--- config.mk ---
export PLATFORM = sky130hd
export DESIGN_NAME = fb_rect_writer
export DESIGN_NICKNAME = d
export VERILOG_FILES = /design/src/rtl/fb_rect_writer.sv
export SDC_FILE = /design/constraint.sdc
export NUM_CORES = 1
export LEC_CHECK = 0
export CELL_PAD_IN_SITES_DETAIL_PLACEMENT = 0
export CELL_PAD_IN_SITES_GLOBAL_PLACEMENT = 2
export CORE_ASPECT_RATIO = 1.5
export CORE_UTILIZATION = 33
export DETAILED_ROUTE_END_ITERATION = 12
export PLACE_DENSITY = 0.87
export SLEW_MARGIN = 0
export SYNTH_ARGS = -nofsm -noshare
export SYNTH_HDL_FRONTEND = slang
export SYNTH_SLANG_ARGS = --single-unit
--- constraint.sdc ---
create_clock -name clk -period 4.08 [get_ports clk]
set_clock_uncertainty 0.15 [all_clocks]
set_input_delay 0.612 -clock clk [delete_from_list [all_inputs] [get_ports clk]]
set_output_delay 0.612 -clock clk [all_outputs]
set_load 0.05 [all_outputs]
--- src/rtl/fb_rect_writer.sv ---
// Solid-rectangle fill engine for the 160x120 frame buffer: one pixel write per clock.
// Optional macro FB_WRITE_VBLANK_ONLY_EN restricts pixel writes to vblank cycles.
module fb_rect_writer #(
  parameter int FB_W   = 160,
  parameter int FB_H   = 120,
  parameter int X_W    = 8,
  parameter int Y_W    = 7,
  parameter int ADDR_W = 15,
  parameter int DATA_W = 24
) (
  input  logic              clk,
  input  logic              rst,
  input  logic              cmd_valid,
  output logic              cmd_ready,
  input  logic [X_W-1:0]    cmd_x0,
  input  logic [Y_W-1:0]    cmd_y0,
  input  logic [X_W-1:0]    cmd_w,
  input  logic [Y_W-1:0]    cmd_h,
  input  logic [DATA_W-1:0] cmd_color,
  input  logic              vblank,
  output logic              busy,
  output logic              done,
  output logic [ADDR_W-1:0] mem_address,
  output logic [DATA_W-1:0] mem_data,
  output logic              mem_wren
);

  // Handshake: a command is accepted on any rising edge where cmd_valid && cmd_ready;
  // cmd_ready is high only in IDLE, and a held cmd_valid simply waits for it.
  typedef enum logic [1:0] {IDLE, SETUP, WRITE, DONE} state_t;

  localparam logic [X_W:0]    FB_W_X = (X_W+1)'(FB_W);
  localparam logic [Y_W:0]    FB_H_Y = (Y_W+1)'(FB_H);
  localparam logic [ADDR_W-1:0] FB_W_A = ADDR_W'(FB_W);
  localparam logic [X_W:0]    ONE_X  = (X_W+1)'(1);
  localparam logic [Y_W:0]    ONE_Y  = (Y_W+1)'(1);

  state_t              state_q;
  logic [X_W-1:0]      x0_q, w_q, x_q;
  logic [Y_W-1:0]      y0_q, h_q, y_q;
  logic [X_W:0]        x_end_q;
  logic [Y_W:0]        y_end_q;
  logic [ADDR_W-1:0]   row_base_q;
  logic [DATA_W-1:0]   color_q;
  logic                done_q, wren_q;
  logic [ADDR_W-1:0]   addr_q;
  logic [DATA_W-1:0]   data_q;

  logic [X_W:0]        x_sum_d, x_end_d, x_nxt_d;
  logic [Y_W:0]        y_sum_d, y_end_d, y_nxt_d;
  logic [ADDR_W-1:0]   row_base_d, pix_addr_d;
  logic                empty_d, last_x_d, last_y_d, advance_d;

  // Clip bounds are one bit wider than the fields so x0+w cannot wrap.
  always_comb begin
    x_sum_d    = {1'b0, x0_q} + {1'b0, w_q};
    y_sum_d    = {1'b0, y0_q} + {1'b0, h_q};
    x_end_d    = (x_sum_d > FB_W_X) ? FB_W_X : x_sum_d;
    y_end_d    = (y_sum_d > FB_H_Y) ? FB_H_Y : y_sum_d;
    empty_d    = (w_q == '0) || (h_q == '0) ||
                 ({1'b0, x0_q} >= FB_W_X) || ({1'b0, y0_q} >= FB_H_Y);
    row_base_d = ADDR_W'(y0_q) * FB_W_A;
    x_nxt_d    = {1'b0, x_q} + ONE_X;
    y_nxt_d    = {1'b0, y_q} + ONE_Y;
    last_x_d   = (x_nxt_d == x_end_q);
    last_y_d   = (y_nxt_d == y_end_q);
    pix_addr_d = row_base_q + ADDR_W'(x_q);
  end

`ifdef FB_WRITE_VBLANK_ONLY_EN
  assign advance_d = vblank;
`else
  logic unused_vblank;
  assign unused_vblank = vblank;
  assign advance_d     = 1'b1;
`endif

  always_ff @(posedge clk) begin
    if (rst) begin
      state_q <= IDLE;
      done_q  <= 1'b0;
      wren_q  <= 1'b0;
      addr_q  <= '0;
      data_q  <= '0;
    end else begin
      done_q <= 1'b0;
      case (state_q)
        IDLE: begin
          wren_q <= 1'b0;
          if (cmd_valid) begin
            x0_q    <= cmd_x0;
            y0_q    <= cmd_y0;
            w_q     <= cmd_w;
            h_q     <= cmd_h;
            color_q <= cmd_color;
            state_q <= SETUP;
          end
        end
        SETUP: begin
          x_end_q    <= x_end_d;
          y_end_q    <= y_end_d;
          x_q        <= x0_q;
          y_q        <= y0_q;
          row_base_q <= row_base_d;
          state_q    <= empty_d ? DONE : WRITE;
        end
        WRITE: begin
          if (advance_d) begin
            addr_q <= pix_addr_d;
            data_q <= color_q;
            wren_q <= 1'b1;
            if (last_x_d) begin
              x_q <= x0_q;
              if (last_y_d) begin
                state_q <= DONE;
              end else begin
                // Row stepping by addition keeps the multiplier out of the pixel loop.
                y_q        <= y_nxt_d[Y_W-1:0];
                row_base_q <= row_base_q + FB_W_A;
              end
            end else begin
              x_q <= x_nxt_d[X_W-1:0];
            end
          end else begin
            wren_q <= 1'b0;
          end
        end
        DONE: begin
          wren_q  <= 1'b0;
          done_q  <= 1'b1;
          state_q <= IDLE;
        end
        default: state_q <= IDLE;
      endcase
    end
  end

  assign cmd_ready   = (state_q == IDLE);
  assign busy        = (state_q != IDLE);
  assign done        = done_q;
  assign mem_wren    = wren_q;
  assign mem_address = addr_q;
  assign mem_data    = data_q;

endmodule

==> impl_results.html, run 1 <==
<table>
<tr><th>Metric</th><th>Value</th></tr>
<tr><th colspan="2">Global routing</th></tr>
<tr><td>Global route overflow</td><td>0</td></tr>
<tr><td>Layer carrying the most global-route usage</td><td>met2</td></tr>
<tr><td>First-pass GRT wire length</td><td>22500 microns</td></tr>
<tr><td>GR met2 Demand/Resource</td><td>25.3%</td></tr>
<tr><td>Pin count of the biggest net entering global routing</td><td>82</td></tr>
<tr><td>Met3 layer usage reported by global route</td><td>approximately 2.7%</td></tr>
<tr><td>Antenna violations before repair</td><td>0</td></tr>
<tr><td>Met1 layer usage reported by global route</td><td>between 10% and 20%</td></tr>
<tr><td>Via count of the first global-routing pass</td><td>4671</td></tr>
<tr><td>GR Util All Layers</td><td>13.7%</td></tr>
<tr><th colspan="2">Placed design</th></tr>
<tr><td>Number of I/O port buffers</td><td>99</td></tr>
<tr><td>HPWL after detailed placement</td><td>between 9000 and 10000 microns</td></tr>
<tr><td>GPL Wtd Cong</td><td>0.804</td></tr>
<tr><td>Placed cells</td><td>between 900 and 1000</td></tr>
<tr><td>Placed cell area</td><td>7980 sq um</td></tr>
<tr><td>Worst slack at placement</td><td>roughly 1.0 ns</td></tr>
<tr><th colspan="2">Detailed routing</th></tr>
<tr><td>Number of vias per cell</td><td>4.73</td></tr>
<tr><td>Post-detailed-route wirelength per cell</td><td>14.5 microns</td></tr>
<tr><td>Vias</td><td>4416</td></tr>
<tr><td>Number of DRC violations after detailed routing</td><td>0</td></tr>
<tr><td>First-iteration detailed-routing DRC count</td><td>170</td></tr>
<tr><td>Total wire length after detailed routing</td><td>approximately 14000 microns</td></tr>
<tr><td>Router iterations before antenna repair</td><td>4</td></tr>
<tr><td>Number of routed nets with antenna violations</td><td>0</td></tr>
<tr><th colspan="2">Logic synthesis</th></tr>
<tr><td>Async S/R FF share, synth</td><td>0%</td></tr>
<tr><td>Synth Cell Area</td><td>6690 sq um</td></tr>
<tr><td>Yosys synthesis warning count</td><td>0</td></tr>
<tr><td>List of most frequent post-synthesis cells</td><td>sky130_fd_sc_hd__edfxtp_1, sky130_fd_sc_hd__nor2_1, sky130_fd_sc_hd__dfxtp_1</td></tr>
<tr><td>Post-synth EDFFs</td><td>96</td></tr>
<tr><td>Register bit count reported by yosys</td><td>between 100 and 150</td></tr>
<tr><td>Unique masters post-synth</td><td>53</td></tr>
<tr><td>Post-synthesis sequential area ratio</td><td>56.0%</td></tr>
<tr><td>Synth top area cells</td><td>sky130_fd_sc_hd__edfxtp_1, sky130_fd_sc_hd__dfxtp_1, sky130_fd_sc_hd__ha_1, sky130_fd_sc_hd__mux2i_1, sky130_fd_sc_hd__xnor2_1</td></tr>
<tr><td>Average size of a mapped cell</td><td>12.0 sq um</td></tr>
<tr><td>Leading register cell type out of synthesis</td><td>sky130_fd_sc_hd__edfxtp_1</td></tr>
<tr><td>Dominant cell type by area after synthesis</td><td>sky130_fd_sc_hd__edfxtp_1</td></tr>
<tr><td>Proportion of netlist area held by the largest area contributor</td><td>between 40% and 50%</td></tr>
<tr><td>Most common cell in the netlist</td><td>sky130_fd_sc_hd__edfxtp_1</td></tr>
<tr><td>Count of mapped cells out of synthesis</td><td>555</td></tr>
<tr><th colspan="2">STA</th></tr>
<tr><td>Accumulated negative setup slack</td><td>0 ns</td></tr>
<tr><td>Least-Margin Pin Slew</td><td>1.07 ns</td></tr>
<tr><td>Remaining max-slew budget at the tightest pin</td><td>28.4%</td></tr>
<tr><td>Final Max Tran Viols</td><td>0</td></tr>
<tr><td>Part of the cycle the worst path needs</td><td>74.7%</td></tr>
<tr><td>Number of hold violations in the final report</td><td>0</td></tr>
<tr><td>Unrepaired setup endpoints after global routing</td><td>no</td></tr>
<tr><td>Least setup slack across all paths after layout</td><td>1.03 ns</td></tr>
<tr><td>Setup violation total in the final timing report</td><td>0</td></tr>
<tr><td>Final critical path time including I/O delays and setup</td><td>approximately 3.0 ns</td></tr>
<tr><td>Fmax</td><td>0.328 GHz</td></tr>
<tr><th colspan="2">Final layout</th></tr>
<tr><td>Post-route insts no fill</td><td>~930</td></tr>
<tr><td>Filler cells</td><td>1814</td></tr>
<tr><td>Layout Nets</td><td>between 700 and 800</td></tr>
<tr><td>Synthesis-to-finish area growth</td><td>28.8%</td></tr>
<tr><td>Antenna Diode Count</td><td>0</td></tr>
<tr><td>Fraction of final layout cells with drive strength greater than 1</td><td>between 7 and 8%</td></tr>
<tr><td>Total non-filler cell area in the finished layout</td><td>around 8600 sq um</td></tr>
<tr><th colspan="2">Power and ir drop</th></tr>
<tr><td>Switching power share of the total</td><td>33.9%</td></tr>
<tr><td>Maximum vdd drop</td><td>270 uV</td></tr>
<tr><td>Switching power summed over all nets</td><td>roughly 0.0018 W</td></tr>
<tr><td>Static leakage power</td><td>between 3 and 4 nW</td></tr>
<tr><td>Clock Power Share</td><td>around 30%</td></tr>
<tr><td>Share of power burned in registers</td><td>37.6%</td></tr>
<tr><td>Internal</td><td>0.00352 W</td></tr>
<tr><td>Power per unit of standard cell area</td><td>618 nW/um^2</td></tr>
<tr><td>Share of power burned in combinational logic</td><td>32.1%</td></tr>
<tr><td>Total Power</td><td>0.00532 W</td></tr>
<tr><th colspan="2">Clock network</th></tr>
<tr><td>Clock tree sinks</td><td>around 140</td></tr>
<tr><td>Buffer depth of the longest clock path</td><td>2</td></tr>
<tr><td>Post-CTS Setup Inserts</td><td>0</td></tr>
<tr><td>CTS hold repair buffers</td><td>0</td></tr>
<tr><td>TritonCTS clock tree</td><td>built</td></tr>
<tr><td>Post-CTS clock slew at the launch and capture registers of the worst setup and hold paths</td><td>0.07 ns</td></tr>
<tr><td>Resized Gates After CTS</td><td>0</td></tr>
<tr><td>Maximum level of the CTS H-tree</td><td>4</td></tr>
<tr><td>Clock root cell</td><td>sky130_fd_sc_hd__clkbuf_16</td></tr>
<tr><td>Cts bufs inserted</td><td>17</td></tr>
<tr><td>Clock latency at the later pin of the worst-skew pair</td><td>0.42 ns</td></tr>
<tr><th colspan="2">Worst setup path</th></tr>
<tr><td>CP required</td><td>4.10 ns</td></tr>
<tr><td>CP Capture Type</td><td>flop</td></tr>
<tr><td>Arrival time of data at the critical path endpoint</td><td>3.07 ns</td></tr>
<tr><td>Crit path max fanout</td><td>8</td></tr>
<tr><td>Classification of the worst setup path</td><td>reg2reg</td></tr>
<tr><td>Startpoint class of the critical path</td><td>flop</td></tr>
<tr><td>R2r worst-path depth</td><td>8</td></tr>
<tr><th colspan="2">Outcome</th></tr>
<tr><td>Status</td><td>completed</td></tr>
<tr><th colspan="2">Worst hold path</th></tr>
<tr><td>Hold Crit Depth</td><td>2</td></tr>
<tr><td>Worst min path class</td><td>reg2reg</td></tr>
<tr><th colspan="2">Job</th></tr>
<tr><td>Max-cap violations</td><td>0</td></tr>
<tr><th colspan="2">Floorplanning</th></tr>
<tr><td>Boundary pin count</td><td>101</td></tr>
<tr><td>Starting density of the core</td><td>33.8%</td></tr>
<tr><td>Number of rows created at floorplan</td><td>63</td></tr>
<tr><td>Die ar.</td><td>20800 sq um</td></tr>
<tr><td>X dimension of the die</td><td>118 microns</td></tr>
<tr><td>Floorplan core area</td><td>19800 sq um</td></tr>
<tr><td>Die Y</td><td>between 150 and 200 microns</td></tr>
</table>
==> cells in the final DEF, fill, tap and decap left out, types with 7 or more instances in the layout <==
master,instances
sky130_fd_sc_hd__nor4_1,9
sky130_fd_sc_hd__dfxtp_1,43
sky130_fd_sc_hd__ha_1,35
sky130_fd_sc_hd__nand4_1,7
sky130_fd_sc_hd__a21oi_1,22
sky130_fd_sc_hd__o21ai_0,18
sky130_fd_sc_hd__clkdlybuf4s50_1,98
sky130_fd_sc_hd__nor3_1,9
sky130_fd_sc_hd__inv_1,26
sky130_fd_sc_hd__nor2b_1,9
sky130_fd_sc_hd__a211oi_1,7
sky130_fd_sc_hd__xnor2_1,31
sky130_fd_sc_hd__clkbuf_16,20
sky130_fd_sc_hd__nand2_1,23
sky130_fd_sc_hd__xor2_1,17
sky130_fd_sc_hd__edfxtp_1,96
sky130_fd_sc_hd__mux2_2,7
sky130_fd_sc_hd__mux2i_1,38
sky130_fd_sc_hd__nor2_1,67
sky130_fd_sc_hd__nand3_1,9
==> power groups by stage <==
stage | Clock, W | Sequential [W] | Combinational [W]
2_1_floorplan | 0 | 0.00224 | 0.00101
3_3_place_gp | 0 | 0.00202 | 0.00169
3_5_place_dp | 0 | 0.00203 | 0.00173
4_1_cts | 0.00166 | 0.00200 | 0.00174
5_1_grt | 0.00170 | 0.00203 | 0.00188
6_report | 0.00161 | 0.00200 | 0.00171
==> area by class of cell <==
class,count,area (sq um),area share [%]
inverter,26,97.6,1.13
clock buffer,22,518,6.01
timing repair buffer,102,1010,11.7
clock inverter,10,115,1.34
multi-input combinational,374,2800,32.6
tap,260,325,3.78
sequential,139,3740,43.5
==> metal layers <==
layer	wire length [microns]	share of wire (%)
met2	7310	54
met4	412	3.0
met3	394	2.9
met1	5420	40
met5	0	0
==> state kept, by name, indices dropped and copies added, names as in the netlist, 2 cells and up <==
name and flops:
x0_q 8, state_q 2, w_q 8, mem_address 15
y_q 7, h_q 7, y0_q 7, y_end_q 8
mem_data 24, color_q 24, row_base_q 10, x_end_q 9
x_q 8
==> path summary, 6_finish.rpt <==
check	from	endpoint	slack, ns
worst max-delay path	x_q[0]	x_q[1]	1.03
worst min-delay path	color_q[6]	mem_data[6]	0.33
worst max register to register	x_q[0]	x_q[1]	1.03
worst min register to register	color_q[6]	mem_data[6]	0.33
==> critical path, stage by stage, from the launching register on <==
cell	delay (ns)
sky130_fd_sc_hd__edfxtp_1	0.48
sky130_fd_sc_hd__ha_1	0.33
sky130_fd_sc_hd__xor3_1	0.37
sky130_fd_sc_hd__nor3_1	0.24
sky130_fd_sc_hd__o311ai_1	0.16
sky130_fd_sc_hd__nor4b_2	0.36
sky130_fd_sc_hd__nand2_1	0.12
sky130_fd_sc_hd__nand2_2	0.22
sky130_fd_sc_hd__mux2_2	0.37
==> metrics by stage <==
step,hold slack (ns),utilization (%)
2_1_floorplan,0.307,-
3_3_place_gp,0.316,40.3
3_5_place_dp,0.324,40.3
4_1_cts,0.338,43.5
5_1_grt,0.359,43.5
6_report,0.335,43.5
==> cells by family after synthesis <==
logic type | synth area share [%]
compound gates | 7.15
xor+xnor | 7.67
fa+ha+maj | 7.94
buf+inv | 2.41
flops | 56.0
mux | 7.09
other cells | 0.0561
simple gates | 11.7
(Power assumes the default switching activity.)
==> run 2, diff against run 1 <==
--- a/config.mk
+++ b/config.mk
@@ -8,9 +8,9 @@
 export CELL_PAD_IN_SITES_DETAIL_PLACEMENT = 0
 export CELL_PAD_IN_SITES_GLOBAL_PLACEMENT = 2
 export CORE_ASPECT_RATIO = 1.5
-export CORE_UTILIZATION = 33
+export CORE_UTILIZATION = 36
 export DETAILED_ROUTE_END_ITERATION = 12
-export PLACE_DENSITY = 0.87
+export PLACE_DENSITY = 0.89
 export SLEW_MARGIN = 0
 export SYNTH_ARGS = -nofsm -noshare
 export SYNTH_HDL_FRONTEND = slang
==> constraint.sdc (replaced) <==
create_clock -name clk -period 2.89 [get_ports clk]
set_clock_uncertainty 0.15 [all_clocks]
set_input_delay 0.4335 -clock clk [delete_from_list [all_inputs] [get_ports clk]]
set_output_delay 0.4335 -clock clk [all_outputs]
set_load 0.05 [all_outputs]
==> impl_results.html, run 2 (same netlist as run 1, synthesis figures left out) <==
<table>
<tr><th>Metric</th><th>Value</th></tr>
<tr><th colspan="2">Worst setup path</th></tr>
<tr><td>List of cells traversed by the critical path</td><td>ha_2, xor3_1, nor3_2, o311ai_1, nor4b_2, nand2_1, nand2_4, mux2_2</td></tr>
<tr><td>Critical path startpoint</td><td>x_q[0]</td></tr>
<tr><td>RR Startpoint</td><td>x_q[0]</td></tr>
<tr><td>Max incr delay on CP</td><td>0.41 ns (-0.07 ns)</td></tr>
<tr><td>CP Capture Type</td><td>flop</td></tr>
<tr><td>Classification of the worst setup path</td><td>reg2reg</td></tr>
<tr><td>Slowest cell on the critical path</td><td>sky130_fd_sc_hd__edfxtp_1</td></tr>
<tr><td>Arrival time of data at the critical path endpoint</td><td>2.80 ns (-0.27 ns)</td></tr>
<tr><td>CP required</td><td>2.91 ns (-1.19 ns)</td></tr>
<tr><td>Startpoint class of the critical path</td><td>flop</td></tr>
<tr><td>Crit path max fanout</td><td>8 (unchanged)</td></tr>
<tr><th colspan="2">STA</th></tr>
<tr><td>Final Max Tran Viols</td><td>0 (unchanged)</td></tr>
<tr><td>Part of the cycle the worst path needs</td><td>96.4% (+22 points)</td></tr>
<tr><td>Fmax</td><td>0.359 GHz (+9.5%)</td></tr>
<tr><td>Worst-case hold slack</td><td>0.334 ns (-0.000500 ns)</td></tr>
<tr><td>Least-Margin Pin Slew</td><td>0.858 ns (-0.216 ns)</td></tr>
<tr><td>Setup violation total in the final timing report</td><td>0 (unchanged)</td></tr>
<tr><td>Remaining max-slew budget at the tightest pin</td><td>42.7% (+14 points)</td></tr>
<tr><td>Number of hold violations in the final report</td><td>0 (unchanged)</td></tr>
<tr><td>Final critical path time including I/O delays and setup</td><td>2.79 ns (-0.264 ns)</td></tr>
<tr><th colspan="2">Detailed routing</th></tr>
<tr><td>Router iterations before antenna repair</td><td>4 (unchanged)</td></tr>
<tr><td>Number of vias per cell</td><td>4.80 (+1.4%)</td></tr>
<tr><td>Total wire length after detailed routing</td><td>13600 microns (+0.64%)</td></tr>
<tr><td>Number of DRC violations after detailed routing</td><td>0 (unchanged)</td></tr>
<tr><td>Number of routed nets with antenna violations</td><td>0 (unchanged)</td></tr>
<tr><td>First-iteration detailed-routing DRC count</td><td>195 (+15%)</td></tr>
<tr><td>Vias</td><td>4512 (+2.2%)</td></tr>
<tr><td>Post-detailed-route wirelength per cell</td><td>14.5 microns (-0.11%)</td></tr>
<tr><th colspan="2">Final layout</th></tr>
<tr><td>Fraction of final layout cells with drive strength greater than 1</td><td>10.8% (+3.3 points)</td></tr>
<tr><td>Most common library cell in the layout ignoring fill and taps</td><td>sky130_fd_sc_hd__clkdlybuf4s50_1</td></tr>
<tr><td>Layout Utilization</td><td>48.5% (+5.0 points)</td></tr>
<tr><td>Synthesis-to-finish area growth</td><td>31.3%</td></tr>
<tr><td>Filler cells</td><td>1627 (-10%)</td></tr>
<tr><td>Top library cells by usage in the layout, fill and taps aside</td><td>sky130_fd_sc_hd__clkdlybuf4s50_1, sky130_fd_sc_hd__edfxtp_1, sky130_fd_sc_hd__nor2_1</td></tr>
<tr><td>Layout Nets</td><td>777 (+2.5%)</td></tr>
<tr><td>Antenna Diode Count</td><td>0 (unchanged)</td></tr>
<tr><th colspan="2">Outcome</th></tr>
<tr><td>Status</td><td>completed</td></tr>
<tr><th colspan="2">Power and ir drop</th></tr>
<tr><td>Static leakage power</td><td>3.21 nW (+2.5%)</td></tr>
<tr><td>Total Power</td><td>0.00753 W (+41%)</td></tr>
<tr><td>Internal</td><td>0.00490 W (+39%)</td></tr>
<tr><td>Share of power burned in registers</td><td>37.2% (-0.4 points)</td></tr>
<tr><td>Switching power share of the total</td><td>34.9% (+1.0 points)</td></tr>
<tr><td>Power per unit of standard cell area</td><td>858 nW/um^2 (+39%)</td></tr>
<tr><td>Maximum vdd drop</td><td>383 uV (+42%)</td></tr>
<tr><td>Clock Power Share</td><td>28.8% (-1.5 points)</td></tr>
<tr><td>Share of power burned in combinational logic</td><td>34.0% (+1.9 points)</td></tr>
<tr><td>Switching power summed over all nets</td><td>0.00263 W (+46%)</td></tr>
<tr><th colspan="2">Clock network</th></tr>
<tr><td>CTS hold repair buffers</td><td>0 (unchanged)</td></tr>
<tr><td>Maximum level of the CTS H-tree</td><td>4 (unchanged)</td></tr>
<tr><td>Buffer depth of the longest clock path</td><td>2 (unchanged)</td></tr>
<tr><td>Post-CTS clock slew at the launch and capture registers of the worst setup and hold paths</td><td>0.07 ns (about the same)</td></tr>
<tr><td>TritonCTS clock tree</td><td>built</td></tr>
<tr><td>Clock latency at the later pin of the worst-skew pair</td><td>0.42 ns (about the same)</td></tr>
<tr><td>Cts bufs inserted</td><td>17 (unchanged)</td></tr>
<tr><td>Clock tree sinks</td><td>139 (unchanged)</td></tr>
<tr><td>Clock root cell</td><td>sky130_fd_sc_hd__clkbuf_16</td></tr>
<tr><th colspan="2">Placed design</th></tr>
<tr><td>Number of I/O port buffers</td><td>99 (unchanged)</td></tr>
<tr><td>HPWL after detailed placement</td><td>10200 microns (+2.7%)</td></tr>
<tr><td>GPL Wtd Cong</td><td>0.860 (+7.0%)</td></tr>
<tr><th colspan="2">Global routing</th></tr>
<tr><td>Pin count of the biggest net entering global routing</td><td>51 (-38%)</td></tr>
<tr><td>GR Util All Layers</td><td>15.1% (+1.4 points)</td></tr>
<tr><td>Global route overflow</td><td>0 (unchanged)</td></tr>
<tr><td>Antenna violations before repair</td><td>0 (unchanged)</td></tr>
<tr><td>Via count of the first global-routing pass</td><td>4716 (+0.96%)</td></tr>
<tr><td>First-pass GRT wire length</td><td>22500 microns (-0.15%)</td></tr>
<tr><th colspan="2">Floorplanning</th></tr>
<tr><td>X dimension of the die</td><td>113 microns (-4.2%)</td></tr>
<tr><td>Die Y</td><td>169 microns (-4.2%)</td></tr>
<tr><td>Starting density of the core</td><td>37.0% (+3.2 points)</td></tr>
<tr><td>Boundary pin count</td><td>101 (unchanged)</td></tr>
<tr><td>Die ar.</td><td>19100 sq um (-8.2%)</td></tr>
<tr><td>Number of rows created at floorplan</td><td>60 (-4.8%)</td></tr>
<tr><td>Floorplan core area</td><td>18100 sq um (-8.6%)</td></tr>
<tr><th colspan="2">Job</th></tr>
<tr><td>Max-cap violations</td><td>0 (unchanged)</td></tr>
<tr><th colspan="2">Worst hold path</th></tr>
<tr><td>Hold path startpoint</td><td>color_q[19]</td></tr>
<tr><td>Worst min path class</td><td>reg2reg</td></tr>
</table>
## run 2: routing by layer
metal  routed length, microns  part of all wire, %  GRT usage [%]  up-vias
li1                         -                    -              -     2263
met1                     5230                   38           15.7     2149
met2                     7730                   57           28.8       80
met3                      408                  3.0           3.62       20
met4                      257                  1.9           6.12        0
met5                        0                    0              0        -
## run 2: timing repair
| action | 4_1_cts | 5_1_grt |
|---|---|---|
| resized for setup | 0 | 4 |
| endpoints found under the setup margin | 0 | 24 |
| buffers inserted | 0 | 3 |
## run 2: metrics by stage
stage | worst slack [ns] | setup TNS [ns] | std cells | area (sq um)
final | 0.105 | 0 | 940 | 8780
after floorplan | 0.103 | 0 | 556 | 6710
after global routing | -0.0210 | -0.0607 | 940 | 8780
after global placement | 0.0433 | 0 | 905 | 8130
after detailed placement | 0.0358 | 0 | 905 | 8130
after CTS | 0.0127 | 0 | 937 | 8730
## run 2: critical path, delay by kind of cell, from the launching register on
| family | cells | cell delay (ns) |
|---|---|---|
| and+or+nand+nor | 4 | 0.91 |
| DFF | 1 | 0.41 |
| xor gates and xnor gates | 1 | 0.36 |
| muxes | 1 | 0.35 |
| adders and majority gates | 1 | 0.22 |
| AOI/OAI and AO/OA | 1 | 0.14 |
## run 2: worst paths after layout
check	to	slack [ns]	cells after the start
worst max-delay path	x_q[5]	0.10	8
worst min-delay path	mem_data[19]	0.33	2
worst max register to register	x_q[5]	0.10	8
worst min register to register	mem_data[19]	0.33	2
## run 2: layout make-up
cell class                      count  area [sq um]  area share [%]
Tap cell                          248           310            3.54
Sequential cell                   139          3740            42.7
Clock inverter                     15           176            2.01
Timing Repair Buffer              121          1190            13.5
Clock buffer                       17           425            4.85
Inverter                           26          97.6            1.11
Multi-Input combinational cell    374          2830            32.3
## run 2: power by group through the flow
stage | clock network, W | registers (W) | logic [W]
floorplan | 0 | 0.00315 | 0.00144
global placement | 0 | 0.00283 | 0.00250
detailed placement | 0 | 0.00284 | 0.00255
CTS | 0.00222 | 0.00280 | 0.00256
global route | 0.00231 | 0.00284 | 0.00280
finish | 0.00217 | 0.00280 | 0.00256
==> run 3, diff against run 2 <==
--- a/config.mk
+++ b/config.mk
@@ -8,9 +8,11 @@
 export CELL_PAD_IN_SITES_DETAIL_PLACEMENT = 0
 export CELL_PAD_IN_SITES_GLOBAL_PLACEMENT = 2
 export CORE_ASPECT_RATIO = 1.5
-export CORE_UTILIZATION = 36
+export CORE_UTILIZATION = 35
+export CTS_CLUSTER_DIAMETER = 80
+export CTS_CLUSTER_SIZE = 30
 export DETAILED_ROUTE_END_ITERATION = 12
-export PLACE_DENSITY = 0.89
+export PLACE_DENSITY = 0.87
 export SLEW_MARGIN = 0
 export SYNTH_ARGS = -nofsm -noshare
 export SYNTH_HDL_FRONTEND = slang
==> impl_results.html, run 3 (same netlist as run 1, synthesis figures left out) <==
<table>
<tr><th>Metric</th><th>Value</th></tr>
<tr><th colspan="2">Final layout</th></tr>
<tr><td>Post-route insts no fill</td><td>945 (+0.53%)</td></tr>
<tr><td>Layout Nets</td><td>778 (+0.13%)</td></tr>
<tr><td>Top library cells by usage in the layout, fill and taps aside</td><td>sky130_fd_sc_hd__clkdlybuf4s50_1, sky130_fd_sc_hd__edfxtp_1, sky130_fd_sc_hd__nor2_1</td></tr>
<tr><td>Filler cells</td><td>1728 (+6.2%)</td></tr>
<tr><td>Fraction of final layout cells with drive strength greater than 1</td><td>11.3% (+0.42 points)</td></tr>
<tr><td>Total non-filler cell area in the finished layout</td><td>8780 sq um (about the same)</td></tr>
<tr><td>Most common library cell in the layout ignoring fill and taps</td><td>sky130_fd_sc_hd__clkdlybuf4s50_1</td></tr>
<tr><td>Antenna Diode Count</td><td>0 (unchanged)</td></tr>
<tr><td>Synthesis-to-finish area growth</td><td>31.4% (about the same)</td></tr>
<tr><th colspan="2">Clock network</th></tr>
<tr><td>Post-CTS clock slew at the launch and capture registers of the worst setup and hold paths</td><td>0.06 ns (about the same)</td></tr>
<tr><td>Maximum level of the CTS H-tree</td><td>4 (unchanged)</td></tr>
<tr><td>Buffer depth of the longest clock path</td><td>2 (unchanged)</td></tr>
<tr><td>CTS hold repair buffers</td><td>0 (unchanged)</td></tr>
<tr><td>Cts bufs inserted</td><td>17 (unchanged)</td></tr>
<tr><td>Clock tree sinks</td><td>139 (unchanged)</td></tr>
<tr><td>TritonCTS clock tree</td><td>built</td></tr>
<tr><td>Clock latency at the later pin of the worst-skew pair</td><td>0.42 ns (about the same)</td></tr>
<tr><td>Clock root cell</td><td>sky130_fd_sc_hd__clkbuf_16</td></tr>
<tr><th colspan="2">STA</th></tr>
<tr><td>Part of the cycle the worst path needs</td><td>96.0% (-0.34 points)</td></tr>
<tr><td>Fmax</td><td>0.360 GHz (+0.35%)</td></tr>
<tr><td>Number of hold violations in the final report</td><td>0 (unchanged)</td></tr>
<tr><td>Remaining max-slew budget at the tightest pin</td><td>41.5% (-1.1 points)</td></tr>
<tr><td>Final Max Tran Viols</td><td>0 (unchanged)</td></tr>
<tr><td>Final critical path time including I/O delays and setup</td><td>2.78 ns (-0.00974 ns)</td></tr>
<tr><td>Least setup slack across all paths after layout</td><td>0.115 ns (+0.00974 ns)</td></tr>
<tr><td>Setup violation total in the final timing report</td><td>0 (unchanged)</td></tr>
<tr><td>Worst-case hold slack</td><td>0.264 ns (-0.0700 ns)</td></tr>
<tr><td>Accumulated negative setup slack</td><td>0 ns (unchanged)</td></tr>
<tr><td>Least-Margin Pin Slew</td><td>0.875 ns (+0.0169 ns)</td></tr>
<tr><th colspan="2">Power and ir drop</th></tr>
<tr><td>Static leakage power</td><td>3.22 nW (+0.25%)</td></tr>
<tr><td>Share of power burned in combinational logic</td><td>34.0% (about the same)</td></tr>
<tr><td>Switching power summed over all nets</td><td>0.00265 W (+0.66%)</td></tr>
<tr><td>Share of power burned in registers</td><td>37.2% (about the same)</td></tr>
<tr><td>Maximum vdd drop</td><td>364 uV (-5.1%)</td></tr>
<tr><td>Switching power share of the total</td><td>35.1% (+0.20 points)</td></tr>
<tr><td>Power per unit of standard cell area</td><td>858 nW/um^2 (about the same)</td></tr>
<tr><td>Internal</td><td>0.00489 W (-0.22%)</td></tr>
<tr><td>Clock Power Share</td><td>28.8% (about the same)</td></tr>
<tr><th colspan="2">Worst setup path</th></tr>
<tr><td>Most repeated library cell on the critical path</td><td>sky130_fd_sc_hd__inv_1</td></tr>
<tr><td>Startpoint class of the critical path</td><td>flop</td></tr>
<tr><td>List of cells traversed by the critical path</td><td>inv_1, ha_1, inv_1, clkdlybuf4s50_1</td></tr>
<tr><td>Total buffers and inverters traversed by the critical path</td><td>3 (+3)</td></tr>
<tr><td>Arrival time of data at the critical path endpoint</td><td>2.19 ns (-0.61 ns)</td></tr>
<tr><td>CP required</td><td>2.31 ns (-0.60 ns)</td></tr>
<tr><td>CP Capture Type</td><td>primary output</td></tr>
<tr><td>Classification of the worst setup path</td><td>reg2out</td></tr>
<tr><td>Crit path max fanout</td><td>6 (-2)</td></tr>
<tr><td>Max incr delay on CP</td><td>0.85 ns (+0.44 ns)</td></tr>
<tr><td>Slowest cell on the critical path</td><td>sky130_fd_sc_hd__clkdlybuf4s50_1</td></tr>
<tr><td>Gate family responsible for the most delay along the worst path</td><td>buffers and inverters</td></tr>
<tr><th colspan="2">Worst hold path</th></tr>
<tr><td>Worst min path class</td><td>in2reg</td></tr>
<tr><th colspan="2">Global routing</th></tr>
<tr><td>Pin count of the biggest net entering global routing</td><td>52 (+2.0%)</td></tr>
<tr><td>Via count of the first global-routing pass</td><td>4638 (-1.7%)</td></tr>
<tr><td>Antenna violations before repair</td><td>0 (unchanged)</td></tr>
<tr><td>GR Util All Layers</td><td>14.7% (-0.40 points)</td></tr>
<tr><td>First-pass GRT wire length</td><td>22200 microns (-1.2%)</td></tr>
<tr><td>Global route overflow</td><td>0 (unchanged)</td></tr>
<tr><th colspan="2">Detailed routing</th></tr>
<tr><td>Post-detailed-route wirelength per cell</td><td>14.8 microns (+1.8%)</td></tr>
<tr><td>Router iterations before antenna repair</td><td>4 (unchanged)</td></tr>
<tr><td>Number of routed nets with antenna violations</td><td>0 (unchanged)</td></tr>
<tr><td>Vias</td><td>4529 (+0.38%)</td></tr>
<tr><td>First-iteration detailed-routing DRC count</td><td>216 (+11%)</td></tr>
<tr><td>Number of DRC violations after detailed routing</td><td>0 (unchanged)</td></tr>
<tr><td>Total wire length after detailed routing</td><td>13900 microns (+2.3%)</td></tr>
<tr><td>Number of vias per cell</td><td>4.79 (-0.15%)</td></tr>
<tr><th colspan="2">Floorplanning</th></tr>
<tr><td>X dimension of the die</td><td>115 microns (+1.4%)</td></tr>
<tr><td>Floorplan core area</td><td>18600 sq um (+2.9%)</td></tr>
<tr><td>Number of rows created at floorplan</td><td>61 (+1.7%)</td></tr>
<tr><td>Starting density of the core</td><td>35.9% (-1.1 points)</td></tr>
<tr><td>Die ar.</td><td>19700 sq um (+2.8%)</td></tr>
<tr><td>Boundary pin count</td><td>101 (unchanged)</td></tr>
<tr><td>Die Y</td><td>171 microns (+1.4%)</td></tr>
<tr><th colspan="2">Placed design</th></tr>
<tr><td>Number of I/O port buffers</td><td>99 (unchanged)</td></tr>
<tr><td>Worst slack at placement</td><td>0.0306 ns (-0.00519 ns)</td></tr>
<tr><td>Placed cell area</td><td>8130 sq um (about the same)</td></tr>
<tr><td>Placed cells</td><td>909 (+0.44%)</td></tr>
<tr><td>GPL Wtd Cong</td><td>0.868 (+0.83%)</td></tr>
<tr><td>HPWL after detailed placement</td><td>10400 microns (+2.0%)</td></tr>
<tr><th colspan="2">Outcome</th></tr>
<tr><td>Status</td><td>completed</td></tr>
<tr><th colspan="2">Job</th></tr>
<tr><td>Max-cap violations</td><td>0 (unchanged)</td></tr>
</table>
run 3: timing repair:
| action | in CTS | in global routing |
|---|---|---|
| pin swaps | 1 | 3 |
| gates resized for setup | 2 | 4 |
| setup buffers | 1 | 3 |
| endpoints found under the setup margin | 4 | 31 |
| cloned | 0 | 0 |
run 3: final cells by class:
class                   count  area (sq um)  share of cell area (%)
clock inverters            15           171                    1.95
multi-input cells         374          2850                    32.4
well taps                 252           315                    3.59
inverters                  26          97.6                    1.11
repair buffers            122          1180                    13.5
clock buffers              17           425                    4.84
flip-flops and latches    139          3740                    42.6
run 3: power groups by stage:
stage / registers [W] / clock network, W / logic, W
finish: 0.00280 / 0.00217 / 0.00256
global route: 0.00285 / 0.00231 / 0.00279
global placement: 0.00283 / 0 / 0.00248
CTS: 0.00281 / 0.00223 / 0.00256
floorplan: 0.00315 / 0 / 0.00144
detailed placement: 0.00285 / 0 / 0.00254
run 3: routing by layer:
| layer | track usage [%] | part of all wire (%) |
|---|---|---|
| met4 | 4.74 | 1.3 |
| met5 | 0 | 0 |
| met3 | 3.74 | 2.8 |
| met2 | 28.3 | 56 |
| met1 | 15.4 | 40 |
run 3: per-stage QoR:
| step | util (%) | total power, W |
|---|---|---|
| 2_1_floorplan | - | 0.00460 |
| 5_1_grt | 47.2 | 0.00794 |
| 6_report | 47.2 | 0.00754 |
| 3_5_place_dp | 43.6 | 0.00538 |
| 4_1_cts | 46.9 | 0.00759 |
| 3_3_place_gp | 43.6 | 0.00531 |
run 3: final timing paths:
path | start | to | slack, ns | cells past startpoint
hold / removal | rst | color_q[0] | 0.26 | 2
setup reg to reg | x_q[0] | y_q[4] | 0.14 | 9
hold reg to reg | mem_address[11] | mem_address[11] | 0.34 | 2
setup / recovery | state_q[0] | busy | 0.11 | 4
